==> src/rtl/stp_drv.sv <==
// Two-phase stepper motor driver: takes move commands (direction, step count, period),
// settles the driver enable, then emits full steps until done, limit, or abort.
module stp_drv #(
  parameter longint CLOCK_HZ      = 24_000_000,
  parameter int     STEP_BITS     = 16,
  parameter int     PERIOD_BITS   = 16,
  parameter int     SETTLE_CYCLES = 64,
  parameter bit     HOLD_TORQUE   = 1'b1
) (
  input  logic                   clock,
  input  logic                   reset,
  input  logic                   cmd_valid,
  output logic                   cmd_ready,
  input  logic                   cmd_dir,
  input  logic [STEP_BITS-1:0]   cmd_steps,
  input  logic [PERIOD_BITS-1:0] cmd_period,
  input  logic                   abort_in,
  input  logic                   limit_sw_near_in,
  input  logic                   limit_sw_far_in,
  output logic                   stp_en_out,
  output logic                   stp_pa_out,
  output logic                   stp_pb_out,
  output logic                   busy_out,
  output logic                   done_out,
  output logic [1:0]             stop_reason_out,
  output logic [STEP_BITS-1:0]   steps_done_out,
  output logic [1:0]             dbg_state
);

  // Handshake: a command transfers on a rising edge where cmd_valid and cmd_ready are both
  // high; cmd_ready is high only in IDLE, so cmd_valid is a don't-care everywhere else.

  typedef enum logic [1:0] {IDLE, SETTLE, RUN, DONE} state_t;

  localparam logic [PERIOD_BITS-1:0] MIN_PERIOD  = PERIOD_BITS'(4);
  localparam logic [31:0]            SETTLE_LAST = 32'(SETTLE_CYCLES - 1);

  // CLOCK_HZ only documents the clock for benches converting periods to time.
  if (CLOCK_HZ <= 0) begin : g_clock_hz_not_positive
  end

  state_t                 state;
  logic                   dir;
  logic [STEP_BITS-1:0]   steps;
  logic [PERIOD_BITS-1:0] period;
  logic [31:0]            timer;
  logic [1:0]             phase;
  logic                   near_s1, near_s2, far_s1, far_s2;

  logic [PERIOD_BITS-1:0] period_clamped;
  logic [STEP_BITS-1:0]   steps_inc;
  logic [1:0]             phase_next;
  logic                   step_due, settle_end, limit_hit;

  assign period_clamped = (cmd_period < MIN_PERIOD) ? MIN_PERIOD : cmd_period;
  assign steps_inc      = steps_done_out + STEP_BITS'(1);
  assign phase_next     = dir ? phase + 2'd1 : phase - 2'd1;
  assign step_due       = (timer == 32'(period) - 32'd1);
  assign settle_end     = (timer == SETTLE_LAST);
  assign limit_hit      = dir ? far_s2 : near_s2;
  assign dbg_state      = state;

  // Gray-coded full-step table: neighbouring indices differ in exactly one coil.
  function automatic logic [1:0] phase_pins(input logic [1:0] p);
    case (p)
      2'd0:    phase_pins = 2'b00;
      2'd1:    phase_pins = 2'b10;
      2'd2:    phase_pins = 2'b11;
      default: phase_pins = 2'b01;
    endcase
  endfunction

  always_ff @(posedge clock) begin
    if (reset) begin
      state           <= IDLE;
      dir             <= 1'b0;
      steps           <= '0;
      period          <= MIN_PERIOD;
      timer           <= '0;
      phase           <= 2'd0;
      near_s1         <= 1'b0;
      near_s2         <= 1'b0;
      far_s1          <= 1'b0;
      far_s2          <= 1'b0;
      cmd_ready       <= 1'b0;
      busy_out        <= 1'b0;
      done_out        <= 1'b0;
      stop_reason_out <= 2'd0;
      steps_done_out  <= '0;
      stp_en_out      <= 1'b0;
      stp_pa_out      <= 1'b0;
      stp_pb_out      <= 1'b0;
    end else begin
      near_s1  <= limit_sw_near_in;
      near_s2  <= near_s1;
      far_s1   <= limit_sw_far_in;
      far_s2   <= far_s1;
      done_out <= 1'b0;
      case (state)
        IDLE: begin
          cmd_ready <= 1'b1;
          if (cmd_valid && cmd_ready) begin
            dir             <= cmd_dir;
            steps           <= cmd_steps;
            period          <= period_clamped;
            steps_done_out  <= '0;
            stop_reason_out <= 2'd0;
            timer           <= '0;
            cmd_ready       <= 1'b0;
            busy_out        <= 1'b1;
            if (cmd_steps == '0) begin
              state    <= DONE;
              done_out <= 1'b1;
            end else if (stp_en_out || SETTLE_CYCLES == 0) begin
              state      <= RUN;
              stp_en_out <= 1'b1;
            end else begin
              state      <= SETTLE;
              stp_en_out <= 1'b1;
            end
          end
        end
        SETTLE: begin
          if (abort_in) begin
            state           <= DONE;
            done_out        <= 1'b1;
            stop_reason_out <= 2'd2;
          end else if (settle_end) begin
            state <= RUN;
            timer <= '0;
          end else begin
            timer <= timer + 32'd1;
          end
        end
        RUN: begin
          // Abort beats a limit stop, which beats a normal step on the same cycle.
          if (abort_in) begin
            state           <= DONE;
            done_out        <= 1'b1;
            stop_reason_out <= 2'd2;
          end else if (step_due) begin
            timer <= '0;
            if (limit_hit) begin
              state           <= DONE;
              done_out        <= 1'b1;
              stop_reason_out <= 2'd1;
            end else begin
              phase                    <= phase_next;
              {stp_pa_out, stp_pb_out} <= phase_pins(phase_next);
              steps_done_out           <= steps_inc;
              if (steps_inc == steps) begin
                state           <= DONE;
                done_out        <= 1'b1;
                stop_reason_out <= 2'd0;
              end
            end
          end else begin
            timer <= timer + 32'd1;
          end
        end
        default: begin
          state     <= IDLE;
          busy_out  <= 1'b0;
          cmd_ready <= 1'b1;
          if (!HOLD_TORQUE) stp_en_out <= 1'b0;
        end
      endcase
    end
  end

endmodule

==> config.mk <==
export PLATFORM = sky130hd
export DESIGN_NAME = stp_drv
export DESIGN_NICKNAME = d
export VERILOG_FILES = /design/src/rtl/stp_drv.sv
export SDC_FILE = /design/constraint.sdc
export NUM_CORES = 1
export LEC_CHECK = 0
export BUFFER_PORTS_ARGS = -buffer_cell sky130_fd_sc_hd__buf_2
export CORE_ASPECT_RATIO = 0.9
export CORE_MARGIN = 2
export CORE_UTILIZATION = 54
export DETAILED_ROUTE_END_ITERATION = 10
export GPL_ROUTABILITY_DRIVEN = 0
export HOLD_SLACK_MARGIN = 0.15
export PLACE_DENSITY = 0.82
export SETUP_SLACK_MARGIN = 0.02
export SLEW_MARGIN = 20
export SYNTH_ARGS = -nofsm -noshare
export SYNTH_HDL_FRONTEND = slang
export SYNTH_SLANG_ARGS = --single-unit
==> constraint.sdc <==
create_clock -name clock -period 4.6 [get_ports clock]
set_clock_uncertainty 0.05 [all_clocks]
set_input_delay 0.46 -clock clock [delete_from_list [all_inputs] [get_ports clock]]
set_output_delay 0.46 -clock clock [all_outputs]
set_load 0.01 [all_outputs]
==> results of run 1 <==
==> cells in the mapped netlist (all sizes together) (4+ instances only) <==
| library cell | instances |
|---|---|
| a21o | 5 |
| a21oi | 43 |
| a22o | 8 |
| a22oi | 4 |
| a31oi | 12 |
| a32oi | 8 |
| and2 | 6 |
| and3 | 4 |
| buf | 10 |
| clkbuf | 38 |
| dfxtp | 97 |
| ha | 7 |
| inv | 17 |
| mux2i | 9 |
| nand2 | 127 |
| nand2b | 8 |
| nand3 | 40 |
| nand3b | 4 |
| nand4 | 29 |
| nor2 | 54 |
| nor2b | 7 |
| nor3 | 22 |
| nor3b | 5 |
| nor4 | 22 |
| o211ai | 9 |
| o21ai | 30 |
| o22ai | 5 |
| o311ai | 7 |
| o31a | 4 |
| o31ai | 10 |
| or2 | 10 |
| or3 | 9 |
| or4 | 7 |
| xnor2 | 30 |
| xor2 | 15 |
==> layer usage <==
layer	wire length, um	vias up	global-route usage (%)
met5	0	-	0
met2	7280	303	43.8
met4	336	0	8.16
li1	-	2864	-
met1	7400	2790	39.2
met3	1400	45	5.41
==> how the worst min path moves through the flow <==
stage / to / slack [ns] / cells past startpoint
after floorplan: far_s2$_SDFF_PP0_ / 0.36 / 1
final: near_s1$_SDFF_PP0_ / 0.27 / 2
after global placement: near_s2$_SDFF_PP0_ / 0.37 / 1
after CTS: near_s1$_SDFF_PP0_ / 0.28 / 2
after global routing: near_s1$_SDFF_PP0_ / 0.29 / 2
after detailed placement: near_s2$_SDFF_PP0_ / 0.37 / 1
==> report_power, final <==
part	internal, mW	switching (mW)	total [mW]	leakage (nW)
Clock	0.452	0.331	0.782	0.149
Combinational	0.314	0.580	0.894	1.44
Sequential	0.903	0.0858	0.989	0.786
Total	1.67	0.997	2.67	2.37
==> sequential cells by signal, indices dropped and copies added, names as in the netlist <==
register	flops
busy_out	1
cmd_ready	1
dbg_state	2
dir	1
done_out	1
far_s1	1
far_s2	1
near_s1	1
near_s2	1
period	16
phase	2
steps	16
steps_done_out	16
stop_reason_out	2
stp_en_out	1
stp_pa_out	1
stp_pb_out	1
timer	32
==> layout by cell type (no fill, tap or decap), types with 10 or more instances in the layout <==
master / count
a21oi_1: 43
a31oi_1: 12
buf_2: 64
dfxtp_1: 97
inv_1: 17
nand2_1: 127
nand3_1: 40
nand4_1: 29
nor2_1: 53
nor3_1: 22
nor4_1: 19
o21ai_0: 30
or2_2: 10
xnor2_1: 30
xor2_1: 15
==> cell type report <==
type / count / area [um^2]
clock buffers: 12 / 256
clock inverters: 4 / 51.3
fillers: 898 / 4190
inverters: 19 / 71.3
multi-input cells: 599 / 3630
flip-flops and latches: 97 / 1940
well taps: 133 / 166
repair buffers: 70 / 365
==> logic make-up (layout without fill, tap and decap cells) <==
kind of cell | count (synthesis) | count (layout) | synth area share (%)
and+or+nand+nor | 364 | 364 | 31.6
AOI/OAI and AO/OA | 171 | 171 | 20.1
DFF | 97 | 97 | 33.2
buffers and inverters | 67 | 105 | 4.77
xor gates and xnor gates | 45 | 45 | 6.74
muxes | 11 | 11 | 1.93
adders and majority gates | 8 | 8 | 1.67
==> flow_metrics.tcl, run 1 <==
set metrics [dict create \
    status "completed" \
    rr_worst_depth 9 \
    root_buffer "clkbuf_16" \
    cp_top_family "simple AND/OR/NAND/NOR gates" \
    tns_ns 0 \
    rsz0062_at_grt "no" \
    drt_iter0_drc 686 \
    critical_path_arrival_ns 3.96 \
    area.growth.synth_to_final_pct 10.9 \
    cts_tree "built" \
    fin_area_um2 6490 \
    cts.sinks 97 \
    synthesis.nets 809 \
    final_util_pct 60.8 \
    grt_pass1_wl_mm 26.4 \
    stdcell_count 934 \
    via_count 6002 \
    cts_hold_buf 0 \
    core_um2 10700 \
    relSlewSlack_pct 28.8 \
    maxCapViolCount 0 \
    min_period_ns 3.83 \
    slowest_delay_ns 0.66 \
    finalCritPeriodShare_pct 83.3 \
    port_buffers 64 \
    hold_viol 0 \
    seq_area_frac_synth_pct 33.2 \
    async_flop_share_pct 0 \
    fin_nets 842 \
    synth_edf_count 0 \
    firstDrtPassIters 6 \
    worst_slack_ns 0.770 \
    yosysWarnings 0 \
    r2r_slack_ns 0.77 \
    syn_avg_cell_area_um2 7.67 \
    dpl_cell_area_um2 6180 \
    drive_above_1_share_pct 13.5 \
    overflow 0 \
    dp_hpwl_mm 11.9 \
    clockBufferDepth 2 \
    synth_area_leader_cell "dfxtp_1" \
    h-tree-depth 3 \
    ant_nets 0 \
    critPathLaunch "steps_done_out[0]$_SDFFE_PP0P_" \
    synth_flop_cell "dfxtp_1" \
    report.final.slew_viol_count 0 \
    cp_slowest_cell "or4_1" \
    power_density_nw_per_um2 411 \
    dp.cells 918 \
    end_kind "register" \
    crit_cells 9 \
    syn_inst 763 \
    crit_buf_inv 0 \
    grt_pass1_vias 5395 \
    power_mw 2.67 \
    setup_viol 0 \
    timing.fmax_mhz 261 \
    cp_max_fo 9 \
    io_pins 65 \
    drt_wl_total_mm 16.4 \
    numCtsBuffers 9 \
    grt_util_all_layers_pct 27.8 \
    synth_top_cell_area_share_pct 33.2 \
    cp_cell_sequence "ha_1 > nand3_1 > or4_1 > xnor2_1 > a221o_1 > or4_1 > a221oi_1 > nand2b_1 > a21oi_1" \
    cp_common_cell "or4_1" \
    vdd_ir_drop_max_v 0.000273 \
    rr_endpoint "stop_reason_out[1]$_SDFFE_PP0P_" \
    n_antenna_cell 0 \
    clk_pin_slew_ns 0.07 \
    critPathRequiredTime_ns 4.73 \
    die_area_um2 11700 \
    crit_path_end "stop_reason_out[1]$_SDFFE_PP0P_" \
    ys_types 68 \
    die_h_um 103 \
    start_kind "register" \
    clock_latency_ns 0.35 \
    cts_setup_buffers 0 \
    initial_utilization_pct 54.8 \
    tightestPinTransition_ns 1.07 \
    fp.dieW_um 114 \
    cellLeakagePower_nw 2.37 \
    avgViaCountPerCell 6.43 \
    hold_start "limit_sw_near_in" \
    grt_max_degree 58 \
    ys_ff_latch 97 \
    placementRows 36 \
    hp-class "input port to register" \
    drc 0 \
    synth_area_leaders "dfxtp_1 33%, nand2_1 8.1%, xnor2_1 4.5%" \
    pre_cts_ws_ns 0.848 \
    antenna_found_initial 0 \
    hold_ws_ns 0.275 \
    path_class "register to register" \
    cts_resized 0 \
    wl_per_cell_um 17.6 \
    synth_area_um2 5850 \
    r2r-start "steps_done_out[0]$_SDFFE_PP0P_" \
]
Note: power is estimated with default switching activity, not from simulation.
==> run 2: changes to the inputs <==
ABC_AREA = 1   (was default)
PLACE_DENSITY = 0.85   (was 0.82)
clock period = 3.4 ns   (was 4.6 ns; I/O delays follow)
==> run 2 against run 1 <==
  * Power up 81%
  * First-iteration DRC count down 29%
  * Routed wire length fell by 7.2%
  * Largest cell class unchanged
  * Largest power group is now combinational cells
==> flow_metrics.tcl, run 2 <==
set metrics [dict create \
    cp_cell_sequence "inv_1 > ha_1 > inv_1 > nor2_1 > nand2_1 > o21ai_0 > nand2_1 > a21oi_4 > buf_4 > nand2_1 > nand2_1 > nor2_1" \
    syn_avg_cell_area_um2 6.15 \
    die_area_um2 12400 \
    synth_flop_cell "dfxtp_1" \
    syn_inst 1008 \
    wl_per_cell_um 12.5 \
    finalCritPeriodShare_pct 84.6 \
    end_kind "register" \
    synth_edf_count 0 \
    critPathRequiredTime_ns 3.59 \
    cp_top_family "adder cells" \
    die_h_um 106 \
    timing.fmax_mhz 348 \
    synth_top_family_by_area "simple AND/OR/NAND/NOR gates" \
    relSlewSlack_pct 40.7 \
    path_class "register to register" \
    drt_iter0_drc 490 \
    via_count 6445 \
    fin_nets 1101 \
    core_um2 11300 \
    synth_area_leader_cell "dfxtp_1" \
    placementRows 37 \
    clk_pin_slew_ns 0.07 \
    tightestPinTransition_ns 0.889 \
    r2r-start "dbg_state[0]$_SDFFE_PP0P_" \
    ys_ff_latch 97 \
    seq_area_frac_synth_pct 31.3 \
    ys_types 37 \
    critical_path_arrival_ns 3.07 \
    pwr-share-comb_pct 46.5 \
    ant_nets 0 \
    maxCapViolCount 0 \
    final_cell_mix "269 x nand2_1, 162 x nor2_1, 109 x inv_1" \
    grt_max_degree 58 \
    p_sw_share_pct 45.1 \
    avgViaCountPerCell 5.30 \
    cts_tree "built" \
    fillCellCount 1101 \
    antenna_found_initial 0 \
    n_antenna_cell 0 \
    synth_simple_gate_area_share_pct 41.4 \
    setup_viol 0 \
    p_seq_share_pct 33.4 \
    muxShareOfSynthArea_pct 0 \
    area.growth.synth_to_final_pct 11.2 \
    power_density_nw_per_um2 698 \
    netSwitchingPower_mw 2.17 \
    slowest_delay_ns 0.75 \
    start_kind "register" \
    async_flop_share_pct 0 \
    synthXorXnorAreaFrac_pct 6.01 \
    cts_resized 0 \
    hp-class "input port to register" \
    ys_top_cells_by_count "269 x nand2_1, 163 x nor2_1, 109 x inv_1" \
    cp_max_fo 31 \
    fp.dieW_um 117 \
    critPathLaunch "dbg_state[0]$_SDFFE_PP0P_" \
    synth_compound_area_share_pct 10.1 \
    vdd_ir_drop_max_v 0.000482 \
    p_int_mw 2.64 \
    top_register "timer" \
    largest_register_ffs 32 \
    initial_utilization_pct 54.9 \
    numCtsBuffers 9 \
    cellLeakagePower_nw 2.99 \
    clock_latency_ns 0.35 \
    cp_common_cell "nand2_1" \
    clockBufferDepth 2 \
    grt_pass1_wl_mm 25.1 \
    hold_ws_ns 0.182 \
    drc 0 \
    rsz0062_at_grt "no" \
    yosys.area_share.adder_pct 1.41 \
    synth_area_leaders "dfxtp_1 31%, nand2_1 16%, nor2_1 9.9%" \
    synthesis.nets 1054 \
    p_clk_share_pct 20.2 \
    firstDrtPassIters 7 \
    dp_hpwl_mm 11.1 \
    min_period_ns 2.88 \
    cts.sinks 97 \
    post-synth-top-count-cell "nand2_1" \
    overflow 0 \
    port_buffers 64 \
    cp_slowest_cell "ha_1" \
    report.final.slew_viol_count 0 \
    yosysWarnings 0 \
    synth_area_um2 6200 \
    root_buffer "clkbuf_16" \
    grt_pass1_vias 5625 \
    hold_start "cmd_steps[3]" \
    synth_top_cell_area_share_pct 31.3 \
    grt_util_all_layers_pct 25.0 \
    drt_wl_total_mm 15.2 \
    tns_ns 0 \
    crit_buf_inv 3 \
    final_util_pct 61.0 \
    layout_commonest_cell "nand2_1" \
    hold_viol 0 \
    h-tree-depth 3 \
    status "completed" \
    io_pins 65 \
    drive_above_1_share_pct 11.0 \
]
[run 2: cell count changes after synthesis, moves of 10 or more]
cell,before,now
nand2_1,127,269
nor2_1,53,163
inv_1,17,109
nand3_1,40,94
a21oi_1,43,64
xnor2_1,30,13
clkbuf_1,38,22
nor3_1,22,9
a31oi_1,12,0
xor2_1,15,27
nor2_2,1,11
o21ai_0,30,40
o31ai_1,10,0
[run 2: worst reg2reg max path, cell delays in order, from the launching register on]
cell     delay (ns)
dfxtp_1        0.34
inv_1          0.11
ha_1           0.75
inv_1          0.25
nor2_1         0.25
nand2_1        0.11
o21ai_0        0.11
nand2_1        0.14
a21oi_4        0.12
buf_4          0.32
nand2_1        0.10
nand2_1        0.08
nor2_1         0.05
[run 2: per-layer routing]
metal	track usage, %	vias up	routed length, um
met1	35.2	2903	7190
met2	38.9	218	6740
met4	6.55	0	194
li1	-	3303	-
met3	5.29	21	1100
met5	0	-	0
[run 2: final cells by class]
cell class,instances,area (um^2),share of cell area [%]
Clock buffer,12,256,3.72
Clock inverter,4,27.5,0.399
Inverter,111,417,6.04
Multi-Input combinational cell,762,3660,53.0
Sequential cell,97,1940,28.2
Tap cell,156,195,2.83
Timing Repair Buffer,74,400,5.81
[run 2: timing repair]
action	CTS	global route
setup endpoints to repair	0	0
endpoints found under the hold margin	2	0
setup buffers	0	0
hold buffers	2	0
[run 2: cells by family after synthesis]
logic type,after synthesis
AND/OR/NAND/NOR,597
buffers and inverters,149
AO/OA/AOI/OAI,117
flip-flops,97
XOR/XNOR,41
adder cells (fa/ha/maj),7
[run 2: metrics by stage]
stage	std cells	total power [mW]	setup WS (ns)	area, um^2
floorplan	1008	3.35	1.31	6200
finish	1216	4.82	0.525	6900
global route	1216	5.23	0.290	6900
global placement	1198	3.79	0.790	6590
detailed placement	1198	3.84	0.604	6590
CTS	1216	4.82	0.593	6900
[run 2: final timing paths]
| kind | end | slack (ns) | cells after the start |
|---|---|---|---|
| max | steps_done_out[3]$_SDFFE_PP0P_ | 0.52 | 12 |
| min | steps[3]$_SDFFE_PP0P_ | 0.18 | 3 |
| max reg2reg | steps_done_out[3]$_SDFFE_PP0P_ | 0.52 | 12 |
| min reg2reg | near_s2$_SDFF_PP0_ | 0.36 | 2 |
[run 2: power groups by stage]
stage | Combinational, mW | Clock, mW | Sequential (mW)
6_report | 2.24 | 0.970 | 1.61
5_1_grt | 2.55 | 1.04 | 1.64
3_5_place_dp | 2.22 | 0 | 1.62
4_1_cts | 2.23 | 0.988 | 1.60
3_3_place_gp | 2.17 | 0 | 1.62
2_1_floorplan | 1.73 | 0 | 1.62
